$ cat src/rtl/act_pipe.sv
// act_pipe: multi-lane activation stage between the MAC accumulators and the
// next layer's input buffer. Each lane takes a double-width signed accumulation
// (2F fractional bits), applies ReLU / leaky ReLU / identity / clipped ReLU,
// and saturates to single-width fixed point (F fractional bits). The beat moves
// through a 2-stage valid/ready pipeline. Saturated lanes are flagged per beat
// and counted.
//
// Optional build macro:
//   ACT_ROUND_EN  defined   -> round half-up before slicing
//                 undefined -> plain truncation
//
// Ports:
//   clk        in   rising-edge clock
//   rst        in   asynchronous active-high reset
//   in_valid   in   input beat valid
//   in_ready   out  input beat accepted when in_valid & in_ready
//   in_mode    in   00 ReLU, 01 leaky ReLU, 10 identity, 11 clipped ReLU
//   in_data    in   LANES x 2W signed, lane k at [k*2W +: 2W]
//   out_valid  out  output beat valid
//   out_ready  in   downstream accept
//   out_data   out  LANES x W signed, lane k at [k*W +: W]
//   out_sat    out  per-lane saturation flag for the current output beat
//   sat_count  out  running count of saturated lanes (sticks at all-ones)
//   sat_clr    in   synchronous clear of sat_count, wins over increment
module act_pipe #(
    parameter int unsigned           dataWidth  = 16,
    parameter int unsigned           intWidth   = 4,
    parameter int unsigned           LANES      = 4,
    parameter int unsigned           LEAK_SHIFT = 3,
    parameter logic [dataWidth-1:0]  CLIP_MAX   = 16'h6000,
    parameter int unsigned           CNT_WIDTH  = 16
) (
    input  logic                         clk,
    input  logic                         rst,
    input  logic                         in_valid,
    output logic                         in_ready,
    input  logic [1:0]                   in_mode,
    input  logic [LANES*2*dataWidth-1:0] in_data,
    output logic                         out_valid,
    input  logic                         out_ready,
    output logic [LANES*dataWidth-1:0]   out_data,
    output logic [LANES-1:0]             out_sat,
    output logic [CNT_WIDTH-1:0]         sat_count,
    input  logic                         sat_clr
);

    localparam int unsigned W   = dataWidth;
    localparam int unsigned I   = intWidth;
    localparam int unsigned F   = W - I;
    localparam int unsigned XW  = 2 * W;
    // One guard bit above the input width so rounding can never wrap.
    localparam int unsigned VW  = XW + 1;
    localparam int unsigned PW  = $clog2(LANES + 1);
    localparam int unsigned CW1 = CNT_WIDTH + 1;

    typedef enum logic [1:0] {
        ModeRelu  = 2'b00,
        ModeLeaky = 2'b01,
        ModeIdent = 2'b10,
        ModeClip  = 2'b11
    } mode_e;

    // Activation, conversion and saturation for one lane; returns {sat, result}.
    function automatic logic [W:0] lane_act(input logic [1:0] mode,
                                            input logic signed [XW-1:0] x);
        logic signed [XW-1:0] v;
        logic [VW-1:0]        vr;
        logic [I+1:0]         top;
        logic [W-1:0]         r;
        logic                 sat;
        case (mode)
            ModeRelu, ModeClip: v = x[XW-1] ? '0 : x;
            ModeLeaky:          v = x[XW-1] ? (x >>> LEAK_SHIFT) : x;
            default:            v = x;
        endcase
        vr = {v[XW-1], v};
`ifdef ACT_ROUND_EN
        vr = vr + (VW'(1) << (F - 1));
`endif
        // Guard bit plus the I+1 bits that must all agree for the slice to fit.
        top = vr[VW-1 -: I+2];
        sat = ~((&top) | ~(|top));
        if (sat) begin
            r = vr[VW-1] ? {1'b1, {(W-1){1'b0}}} : {1'b0, {(W-1){1'b1}}};
        end else begin
            r = vr[XW-1-I -: W];
        end
        if ((mode == ModeClip) && ($signed(r) > $signed(CLIP_MAX))) begin
            r   = CLIP_MAX;
            sat = 1'b1;
        end
        return {sat, r};
    endfunction

    // Stage 1: raw beat and its mode.
    logic                         s1_valid;
    logic [LANES*2*W-1:0]         s1_data;
    logic [1:0]                   s1_mode;
    // Stage 2: converted result and flags, driven straight to the outputs.
    logic                         s2_valid;
    logic [LANES*W-1:0]           s2_data;
    logic [LANES-1:0]             s2_sat;

    logic                         s1_load;
    logic                         s2_load;
    logic                         out_hs;
    logic [LANES*W-1:0]           res_data;
    logic [LANES-1:0]             res_sat;
    logic [PW-1:0]                sat_pop;
    logic [CW1-1:0]               cnt_sum;
    logic [CNT_WIDTH-1:0]         cnt_d;

    assign s2_load   = s1_valid & (~s2_valid | out_ready);
    assign in_ready  = ~s1_valid | s2_load;
    assign s1_load   = in_valid & in_ready;
    assign out_hs    = s2_valid & out_ready;

    assign out_valid = s2_valid;
    assign out_data  = s2_data;
    assign out_sat   = s2_sat;

    always_comb begin
        res_data = '0;
        res_sat  = '0;
        for (int k = 0; k < LANES; k++) begin
            logic [W:0] lane_res;
            lane_res = lane_act(s1_mode, s1_data[k*XW +: XW]);
            res_data[k*W +: W] = lane_res[W-1:0];
            res_sat[k]         = lane_res[W];
        end
    end

    always_comb begin
        sat_pop = '0;
        for (int k = 0; k < LANES; k++) begin
            sat_pop = sat_pop + PW'(s2_sat[k]);
        end
        cnt_sum = {1'b0, sat_count} + CW1'(sat_pop);
        cnt_d   = sat_count;
        if (sat_clr) begin
            cnt_d = '0;
        end else if (out_hs) begin
            // Carry out of the counter width means it would wrap: pin at all-ones.
            cnt_d = cnt_sum[CNT_WIDTH] ? '1 : cnt_sum[CNT_WIDTH-1:0];
        end
    end

    always_ff @(posedge clk or posedge rst) begin
        if (rst) begin
            s1_valid <= 1'b0;
            s1_data  <= '0;
            s1_mode  <= '0;
        end else begin
            if (s1_load) begin
                s1_valid <= 1'b1;
                s1_data  <= in_data;
                s1_mode  <= in_mode;
            end else if (s2_load) begin
                s1_valid <= 1'b0;
            end
        end
    end

    always_ff @(posedge clk or posedge rst) begin
        if (rst) begin
            s2_valid <= 1'b0;
            s2_data  <= '0;
            s2_sat   <= '0;
        end else begin
            if (s2_load) begin
                s2_valid <= 1'b1;
                s2_data  <= res_data;
                s2_sat   <= res_sat;
            end else if (out_ready) begin
                s2_valid <= 1'b0;
            end
        end
    end

    always_ff @(posedge clk or posedge rst) begin
        if (rst) begin
            sat_count <= '0;
        end else begin
            sat_count <= cnt_d;
        end
    end

endmodule

$ cat config.mk
export PLATFORM = sky130hd
export DESIGN_NAME = act_pipe
export DESIGN_NICKNAME = d
export VERILOG_FILES = /design/src/rtl/act_pipe.sv
export SDC_FILE = /design/constraint.sdc
export NUM_CORES = 1
export LEC_CHECK = 0
export CORE_AREA = 2 2 133 135
export DETAILED_ROUTE_END_ITERATION = 8
export DIE_AREA = 0 0 135 137
export GPL_TIMING_DRIVEN = 0
export HOLD_SLACK_MARGIN = 0.12
export PLACE_DENSITY = 0.91
export RECOVER_POWER = 25
export SKIP_LAST_GASP = 1
export SLEW_MARGIN = 20
export SYNTH_ARGS = -nofsm -noshare
export SYNTH_HDL_FRONTEND = slang
export SYNTH_SLANG_ARGS = --single-unit
$ cat constraint.sdc
create_clock -name clk -period 8.4 [get_ports clk]
set_clock_uncertainty 0.05 [all_clocks]
set_input_delay 1.68 -clock clk [delete_from_list [all_inputs] [get_ports clk]]
set_output_delay 1.68 -clock clk [all_outputs]
set_load 0.03 [all_outputs]
======== Word level (Yosys, flattened, before mapping) ========
Index checks and enable logic that the tools add are counted.
word-level totals
  output and inout bits ................... 86
  word-level logic and storage cells ...... 88
  register bits ........................... 216
  bits of input ports ..................... 135
cells by class
  muxes and demuxes ....................... 35
  order comparisons ....................... 4
  reductions and logical operators ........ 17
  bitwise operators ....................... 19
  equality and inequality tests ........... 2
  add/sub/neg operators ................... 4
operators with widths
  cell                                                                    number
  32-bit case mux with 2 select lines                                     4
  16-bit two-way mux                                                      15
  32-bit two-way mux                                                      4
  31-bit two-way mux                                                      4
  16-bit greater-than comparator (second input constant)                  4
  5-bit AND reduction                                                     4
  5-bit OR reduction                                                      4
  16-bit by 3-bit adder with 17-bit output                                1
  1-bit NOT                                                               10
  1-bit two-way mux                                                       8
  1-bit bitwise OR                                                        6
  2-bit nonzero test                                                      3
  1-bit logical AND                                                       4
  2-bit by 1-bit adder with 3-bit output                                  1
  3-bit by 1-bit adder with 3-bit output                                  1
  1-bit AND                                                               3
  1-bit by 1-bit adder with 2-bit output                                  1
  2-bit by 1-bit equality test with 1-bit output (second input constant)  1
  2-bit equality test (second input constant)                             1
  2-bit zero test                                                         1
  2-bit OR reduction                                                      1

======== Longest topological paths before layout ========
Gate-level depths: netlist of the first run.
  depth in word-level cells ............... 10
  gate-level depth with buffers ........... 12

======== Worst setup path before layout of the first run ========
No wires, ideal clock.
  kind .................................... input to output
  from .................................... in out_ready
  to ...................................... out in_ready
  stages on the path ...................... 1
  required time ........................... 6.670 ns
  arrival ................................. 2.032 ns
  path buffers ............................ 0
  path slack .............................. 4.638 ns
  cell sequence ........................... nand3b_1
between the ends
  cells in the longest elaborated chain, start to end .. 3
RTL lines
  element           line  source
  start, declared   40    input logic out_ready,
  1-bit bitwise OR  113   assign s2_load = s1_valid & (~s2_valid | out_ready);
  1-bit AND         113
  1-bit bitwise OR  114   assign in_ready = ~s1_valid | s2_load;
  end, declared     36    output logic in_ready,
Every way passes these cells.

==> flow_summary_export.csv, run 1 <==
group,metric,value,unit
sta,slew_headroom,-182,%
yosys,yosys_warnings,0,
worst_setup_path,cp_top_family,"buffers and inverters",
yosys,synth.area.mux_share,13.5,%
sta,drv_slew,96,
clock_tree,postCtsHoldBufs,0,
yosys,post-synth-top-area-cell,"dfrtp_1",
worst_setup_path,reg2reg_depth,12,
worst_setup_path,slowest_delay,2.36,ns
yosys,yosys_register_bits,168,
layout,fillers,1338,
place,port_buffers,172,
place,hpwl,17000,um
yosys,synthCells,823,
job,drv_cap,1,
worst_setup_path,crit_start,"rst",
yosys,async_flop_share,100,%
global_route,grt_pass1_vias,7179,
drt,drt_wl_total,23400,um
clock_tree,root_buffer,"clkbuf_16",
layout,antenna_cells,0,
floorplan,start_util,49.5,%
min_path,min_from,"out_data[14]",
drt,drt_iter0_drc,674,
sta,setup_viol,0,
worst_setup_path,critPathMaxFanout,96,
yosys,synth.area.top_cells,"dfrtp_1 (50%), mux2_2 (13%), nand2_1 (6.0%), o21ai_0 (4.0%), a21oi_1 (3.3%)",
worst_setup_path,required,8.16,ns
layout,drive_above_1_share,16.1,%
clock_tree,cts_tree,"yes",
worst_setup_path,r2r-start,"out_sat[0]",
run_status,status,"finished, violations left",
global_route,grt_usage,26.2,%
sta,rsz0062_at_grt,"false",
clock_tree,cts_buffers,17,
sta,hold_violations,0,
sta,fmax,204,MHz
worst_setup_path,rr_endpoint,"sat_count[11]",
floorplan,placementRows,48,
clock_tree,cts_resized,0,
drt,drc,0,
min_path,hp-class,"reg -> reg",
worst_setup_path,path_buf_inv,2,
power_and_ir_drop,p_leak,4.57,nW
yosys,ys_seq_area_share,49.8,%
clock_tree,post_cts_buffers,0,
clock_tree,clock_path_buffers,2,
place,placed_area,10500,um^2
global_route,antenna_found_initial,0,
yosys,synth_top_family_by_area,"compound AO/OA/AOI/OAI gates",
power_and_ir_drop,vdd_drop_max,0.159,mV
floorplan,io_pins,221,
clock_tree,clk_pin_slew,0.07,ns
layout,final_util,64.6,%
worst_setup_path,reg2reg_slack,4.93,ns
sta,period_minus_slack,4.90,ns
drt,wire_per_inst,18.7,um
clock_tree,clk_latency,0.44,ns
yosys,syn_area_per_cell,10.3,um^2
worst_setup_path,critPathKind,"in -> async",
worst_setup_path,crit_path_cell_trace,"dlygate4sd3_1 -> clkinvlp_2",
power_and_ir_drop,p_per_area,278,nW/um^2
floorplan,die_w,135,um
global_route,grt_remaining_overflow,0,
drt,via_per_inst,5.81,
yosys,synthAdderAreaFrac,1.30,%
global_route,grt_max_degree,97,
worst_setup_path,cp_slowest_cell,"clkinvlp_2",
yosys,ys_types,65,
clock_tree,clock-sinks,168,
clock_tree,htreeDepth,4,
layout,area_growth,30.5,%
sta,tightest_slew,4.21,ns
layout,final_nets,1157,
sta,min_period_over_period,58.3,%
worst_setup_path,end_kind,"asynchronous set/reset pin",
global_route,grt_pass1_wl,37600,um
worst_setup_path,cp.depth,2,
place,gp_congestion,0.937,
floorplan,die_area,18500,um^2
worst_setup_path,cp.arrival,4.66,ns
yosys,synth_ff_type,"dfrtp_1",
yosys,synth-xor-area-share,0,%
yosys,synth_top_area_share,49.8,%
floorplan,die_height,137,um
drt,drtPass1Iterations,5,
floorplan,core,17100,um^2
yosys,synth_fp_nets,965,
drt,vias,7280,
yosys,syn_area,8440,um^2
run_status,violations,"max-capacitance violations, max-slew violations",
drt,ant_nets,0,
layout,stdcell_area,11000,um^2
yosys,synth_edf_count,0,
worst_setup_path,timing.critical_path.to,"out_data[23]",
yosys,yosys.area_share.simple,14.7,%
sta,tns,0,ns
worst_setup_path,start_kind,"input port",
yosys,synth-compound-area-share,17.3,%
power_and_ir_drop,total_power,3.07,mW
-- how the worst min path moves through the flow --
| stage | end | slack [ns] | cells past startpoint |
|---|---|---|---|
| after floorplan | out_valid | 0.42 | 1 |
| after global placement | out_data[13] | 0.41 | 2 |
| after detailed placement | out_data[19] | 0.42 | 2 |
| after CTS | out_data[27] | 0.43 | 2 |
| after global routing | out_data[17] | 0.46 | 2 |
| final | out_data[14] | 0.43 | 2 |
-- cell families after synthesis --
| group | count (synthesis) |
|---|---|
| buf+inv | 65 |
| fa+ha+maj | 7 |
| simple gates | 264 |
| flops | 168 |
| compound gates | 217 |
| mux | 102 |
-- registers in the layout, indices dropped and copies added (netlist names) --
name and count:
s1_mode 2, s1_data 80, out_valid 1, out_data 64
out_sat 4, s1_valid 1, sat_count 16
-- layout by cell type (no fill, tap or decap), drive strengths merged, types with 4 or more instances in the layout --
cell type / count
ha: 4
clkinvlp: 5
clkbuf: 62
and4: 5
o21ai: 69
o211a: 5
nor4: 9
buf: 13
dfrtp: 168
nand4: 4
nor3: 15
a31oi: 6
a311oi: 5
nor2: 35
nand2: 135
o221a: 19
inv: 13
nand3: 10
clkdlybuf4s50: 170
and3: 9
and2: 5
a211oi: 7
o21bai: 4
mux2: 94
a21o: 6
nand2b: 13
o211ai: 5
a21oi: 56
nor2b: 8
mux2i: 8
clkinv: 5
-- stage by stage --
stage	instances	setup WS [ns]	hold WS [ns]
final	1253	3.50	0.431
after global routing	1253	2.68	0.456
after CTS	1253	3.60	0.435
after detailed placement	1221	3.60	0.419
after global placement	1220	0.106	0.412
after floorplan	823	2.12	0.421
-- final cells by class --
type	instances	area [um^2]	area share [%]
Clock inverter	10	71.3	0.647
Inverter	13	50.0	0.454
Multi-Input combinational cell	590	3950	35.9
Sequential cell	168	4200	38.2
Clock buffer	22	474	4.30
Timing Repair Buffer	173	1750	15.9
Buffer	52	238	2.16
Tap cell	225	282	2.55
-- cells in the mapped netlist, types with 3 or more instances --
cell,number
dfrtp_1,168
nand2_1,135
mux2_2,94
o21ai_0,68
a21oi_1,56
clkbuf_1,40
nor2_1,35
o221a_2,19
nor3_1,14
inv_1,13
nand2b_1,12
nand3_1,10
and3_1,9
nor4_1,9
mux2i_1,8
nor2b_1,8
a211oi_1,7
a21o_1,6
a31oi_1,6
a311oi_1,5
and2_1,5
and4_1,5
o211a_1,5
o211ai_1,5
buf_2,4
buf_6,4
ha_1,4
nand4_1,4
o21bai_1,4
a22o_1,3
a32o_1,3
fa_1,3
nand4b_1,3
o21ba_2,3
or3_1,3
or4_1,3
-- report_power, final --
part / switching, mW / internal (mW) / total (mW)
registers: 0.158 / 0.991 / 1.15
logic: 0.677 / 0.517 / 1.19
clock network: 0.324 / 0.401 / 0.725
total: 1.16 / 1.91 / 3.07
-- metal layers --
metal / global-route usage, % / wire length, um
met1: 34.2 / 9860
met2: 43.5 / 11300
met3: 5.30 / 1660
met4: 9.72 / 603
met5: 0 / 0
Note: power is estimated with default switching activity, not from simulation.
==> inputs of run 2 (changes only) <==
Settings changed: CORE_AREA 2 2 133 135 to 2 2 140 142, DIE_AREA 0 0 135 137 to 0 0 142 144, PLACE_DENSITY 0.91 to 0.87.
Clock period 8.4 ns to 4 ns, I/O delays scaled along.
==> run 2 against run 1 <==
Compared with the run above: the run still ends with max-capacitance violations, max-slew violations left; via count rose by 0.60%; global-route usage shrank 2.5 points; final cell count up 1.4%; critical endpoint is now sat_count[11]; core utilization down 6.1 points; die area rose by 11%; highest routed layer unchanged; design area grew 1.3%; sequential share of layout area fell by 0.48 points; worst hold slack worse by 0.00060 ns.
==> flow_summary_export.csv, run 2 (same netlist as run 1, synthesis figures left out) <==
group,metric,value,unit
run_status,status,"finished, violations left",
run_status,violations,"max-capacitance violations, max-slew violations",
min_path,hp-class,"reg -> reg",
clock_tree,post_cts_buffers,0,
floorplan,die_w,142,um
sta,hold_violations,0,
layout,final_nets,1161,
power_and_ir_drop,p_per_area,595,nW/um^2
layout,fin_cells,1270,
floorplan,die_height,144,um
global_route,grt_pass1_vias,7235,
place,place_inst,1238,
worst_setup_path,required,4.28,ns
power_and_ir_drop,total_power,6.64,mW
sta,slew_headroom,-5.32,%
worst_setup_path,reg2reg_depth,12,
layout,area_growth,32.2,%
job,drv_cap,1,
floorplan,placementRows,51,
place,place_ws,0.693,ns
place,gp_congestion,0.922,
layout,largest_reg_flops,80,
clock_tree,clock_path_buffers,2,
clock_tree,cts_tree,"yes",
worst_setup_path,end_kind,"flip-flop",
layout,layout_common_cells,"clkdlybuf4s50_1 (170), dfrtp_1 (168), nand2_1 (135)",
sta,worst_slack,0.606,ns
clock_tree,cts_resized,0,
drt,drtPass1Iterations,5,
sta,tns,0,ns
worst_setup_path,r2r-start,"out_sat[0]",
drt,via_per_inst,5.77,
layout,fillers,1563,
min_path,min_from,"out_data[24]",
worst_setup_path,critPathMaxFanout,10,
global_route,grt_remaining_overflow,0,
layout,drive_above_1_share,16.5,%
worst_setup_path,start_kind,"flip-flop",
sta,fmax,295,MHz
drt,drc,0,
clock_tree,root_buffer,"clkbuf_16",
layout,antenna_cells,0,
floorplan,io_pins,221,
drt,wire_per_inst,18.6,um
drt,vias,7324,
drt,drt_wl_total,23600,um
drt,drt_iter0_drc,614,
place,port_buffers,172,
global_route,grt_usage,23.7,%
clock_tree,clk_pin_slew,0.06,ns
clock_tree,cts_buffers,17,
sta,setup_viol,0,
clock_tree,clock-sinks,168,
sta,period_minus_slack,3.39,ns
min_path,min_to,"out_data[24]",
global_route,grt_max_degree,33,
floorplan,die_area,20400,um^2
power_and_ir_drop,p_leak,4.63,nW
layout,layout_commonest_cell,"clkdlybuf4s50_1",
worst_setup_path,cp.arrival,3.68,ns
min_path,holdPathStages,2,
worst_setup_path,rr_endpoint,"sat_count[11]",
clock_tree,clk_latency,0.43,ns
drt,ant_nets,0,
floorplan,core,19100,um^2
global_route,grt_pass1_wl,37900,um
worst_setup_path,reg2reg_slack,0.61,ns
sta,tightest_slew,1.58,ns
worst_setup_path,critPathKind,"reg -> reg",
global_route,antenna_found_initial,0,
place,hpwl,17400,um
clock_tree,htreeDepth,4,
layout,regMostFlops,"s1_data",
power_and_ir_drop,vdd_drop_max,0.305,mV
clock_tree,postCtsHoldBufs,0,
floorplan,start_util,44.2,%
sta,rsz0062_at_grt,"false",
sta,drv_slew,32,
sta,min_period_over_period,84.9,%
==> run 2: changes by cell type in the layout (fill, tap and decap cells not counted), sizes merged <==
cell	previous run	this run
clkinv	5	4
inv	13	17
clkinvlp	5	4
bufinv	0	3
clkbuf	62	58
buf	13	16
==> run 2: layer usage <==
layer  vias up  wire, um  GRT usage, %
li1       3377         -             -
met1      3553      9980          30.5
met2       332     11100          38.0
met3        62      1510          4.97
met4         0      1020          12.1
met5         -         0             0
==> run 2: worst max-delay path by stage <==
stage / start / to / slack, ns / cells after the start
finish: out_sat[0] / sat_count[11] / 0.61 / 12
global route: rst / s1_data[51] / 0.18 / 4
CTS: out_sat[0] / sat_count[11] / 0.65 / 12
detailed placement: out_sat[0] / sat_count[9] / 0.69 / 12
global placement: rst / sat_count[2] / -0.32 / 2
floorplan: out_sat[0] / sat_count[11] / 0.97 / 12
==> run 2: worst max-delay path, cell delays in order, from the launching register on <==
cell	delay, ns
dfrtp_1	0.47
fa_1	0.56
inv_1	0.05
fa_1	0.38
inv_1	0.09
fa_1	0.26
and4_1	0.28
and2_1	0.24
nand4_1	0.13
clkbuf_1	0.28
a21oi_1	0.22
nor2_1	0.06
a311oi_1	0.24
==> run 2: metrics by stage <==
stage          cell area [um^2]  hold slack (ns)  util, %
3_5_place_dp              10600            0.419     55.4
3_3_place_gp              10500            0.413     54.8
2_1_floorplan              8450            0.421        -
6_report                  11200            0.431     58.5
5_1_grt                   11200            0.455     58.5
4_1_cts                   11200            0.434     58.6
==> run 2: power by group <==
part,internal (mW),total [mW],switching [mW]
clock,0.995,1.71,0.719
sequential,2.08,2.42,0.339
combinational,1.09,2.51,1.42
total,4.16,6.64,2.48
==> run 2: cell type report <==
| type | instances | area, um^2 | area share [%] |
|---|---|---|---|
| clock buffer | 17 | 425 | 3.81 |
| multi-input combinational | 590 | 3950 | 35.4 |
| buffer | 52 | 238 | 2.13 |
| inverter | 13 | 50.0 | 0.448 |
| timing repair buffer | 177 | 1810 | 16.2 |
| sequential | 168 | 4200 | 37.7 |
| clock inverter | 15 | 189 | 1.69 |
| tap | 238 | 298 | 2.67 |
==> inputs of run 3 (changes only) <==
Clock period 4 ns to 2.9 ns, I/O delays scaled along.
==> run 3 against run 2 <==
Compared with the run above: the flow now finishes without violations; via count increased by 1.1%; global-route usage down 0.096 points; sequential power up 38%; non-clock buffer count increased by 10; critical path depth stayed put; clock power grew 30%; core utilization up 0.69 points; sequential share of layout area fell by 0.41 points; flip-flop and latch count did not move; register-to-register slack worse by 0.58 ns; first-iteration DRC count rose by 0.16%; critical endpoint unchanged.
==> flow_summary_export.csv, run 3 (same netlist as run 1, synthesis figures left out) <==
group,metric,value,unit
sta,min_period_over_period,99.1,%
min_path,holdPathStages,2,
sta,hold_violations,0,
drt,ant_nets,0,
clock_tree,clock_path_buffers,2,
worst_setup_path,critPathMaxFanout,7,
clock_tree,clk_pin_slew,0.07,ns
min_path,min_to,"out_data[29]",
drt,vias,7406,
place,gp_congestion,0.927,
sta,drv_slew,0,
worst_setup_path,critPathKind,"reg -> reg",
drt,drt_wl_total,24000,um
min_path,hp-class,"reg -> reg",
place,hpwl,17500,um
layout,regArea,4210,um^2
place,placed_area,10600,um^2
job,drv_cap,0,
sta,period_minus_slack,2.87,ns
clock_tree,cts_buffers,17,
layout,area_growth,33.8,%
global_route,grt_pass1_wl,37600,um
floorplan,die_w,142,um
layout,antenna_cells,0,
power_and_ir_drop,p_per_area,811,nW/um^2
global_route,grt_remaining_overflow,0,
floorplan,core,19100,um^2
layout,multi_input_area,4040,um^2
place,place_ws,-0.197,ns
clock_tree,clk_latency,0.43,ns
worst_setup_path,reg2reg_slack,0.03,ns
worst_setup_path,end_kind,"flip-flop",
sta,slew_headroom,20.7,%
layout,regMostFlops,"s1_data",
clock_tree,postCtsHoldBufs,0,
layout,final_util,59.2,%
floorplan,start_util,44.2,%
floorplan,die_height,144,um
place,port_buffers,172,
sta,tns,0,ns
drt,via_per_inst,5.79,
sta,rsz0062_at_grt,"true",
worst_setup_path,required,3.18,ns
layout,layout_commonest_cell,"clkdlybuf4s50_1",
floorplan,io_pins,221,
sta,worst_slack,0.0261,ns
sta,fmax,348,MHz
drt,wire_per_inst,18.8,um
clock_tree,cts_tree,"yes",
floorplan,die_area,20400,um^2
worst_setup_path,reg2reg_depth,12,
clock_tree,htreeDepth,4,
worst_setup_path,r2r-start,"out_sat[0]",
global_route,grt_pass1_vias,7295,
drt,drtPass1Iterations,6,
min_path,min_from,"out_data[29]",
layout,drive_above_1_share,19.9,%
clock_tree,clock-sinks,168,
sta,setup_viol,0,
global_route,grt_max_degree,37,
layout,fillers,1580,
global_route,grt_usage,23.6,%
power_and_ir_drop,p_leak,4.69,nW
worst_setup_path,cp.arrival,3.15,ns
floorplan,placementRows,51,
layout,final_nets,1171,
worst_setup_path,start_kind,"flip-flop",
layout,stdcell_area,11300,um^2
clock_tree,root_buffer,"clkbuf_16",
worst_setup_path,rr_endpoint,"sat_count[11]",
drt,drc,0,
sta,holdWs,0.429,ns
run_status,status,"finished, final reports clean",
power_and_ir_drop,vdd_drop_max,0.469,mV
global_route,antenna_found_initial,0,
drt,drt_iter0_drc,615,
layout,largest_reg_flops,80,
sta,tightest_slew,1.19,ns
layout,layout_common_cells,"clkdlybuf4s50_1 (170), dfrtp_1 (165), nand2_1 (135)",
run 3: cell types whose count changed in the layout (fill, tap and decap cells not counted), sizes merged:
cell,previous run,this run
bufinv,3,1
buf,16,27
inv,17,15
clkbuf,58,59
clkinv,4,5
dlymetal6s4s,0,1
run 3: power breakdown:
group          switching, mW  internal, mW  leakage (nW)
sequential             0.461          2.87          2.02
clock                  0.983          1.24         0.275
combinational           2.02          1.58          2.40
run 3: per-stage QoR:
step	power (mW)	instances
5_1_grt	9.60	1280
6_report	9.16	1280
2_1_floorplan	5.41	823
3_3_place_gp	6.72	1233
4_1_cts	9.12	1278
3_5_place_dp	6.82	1238
run 3: what timing repair did:
item                                    in CTS  in global routing
buffers inserted                             9                  4
endpoints found under the setup margin      42                 54
pin swaps                                    4                  5
gates resized for setup                      8                 17
run 3: layout make-up:
type | instances | share of cell area, %
buffer | 50 | 2.16
clock buffer | 20 | 4.04
clock inverter | 12 | 1.04
inverter | 13 | 0.443
multi-input combinational | 590 | 35.8
sequential | 168 | 37.3
tap | 238 | 2.64
timing repair buffer | 189 | 16.6
run 3: critical path, cell delays in order (launching register included):
cell      delay [ns]
dfrtp_2         0.44
fa_1            0.55
inv_2           0.04
fa_2            0.34
inv_2           0.06
fa_2            0.19
and4_4          0.21
and2_4          0.16
nand4_1         0.11
clkbuf_8        0.19
a21oi_2         0.12
nor2_1          0.05
a311oi_1        0.25
run 3: how the worst max path moves through the flow:
| stage | to | startpoint | cells after the start | slack, ns |
|---|---|---|---|---|
| floorplan | out_sat[0] | rst | 1 | -0.05 |
| global placement | out_sat[1] | rst | 2 | -1.44 |
| detailed placement | out_data[53] | s1_mode[0] | 9 | -0.20 |
| CTS | out_data[53] | s1_mode[0] | 9 | -0.02 |
| global route | sat_count[11] | out_sat[0] | 12 | -0.09 |
| finish | sat_count[11] | out_sat[0] | 12 | 0.03 |
run 3: routing by layer:
layer	share of wire [%]	up-vias	GRT usage, %
li1	-	3400	-
met3	6.3	54	4.77
met4	2.9	0	10.2
met1	43	3628	30.8
met5	0	-	0
met2	48	324	38.4
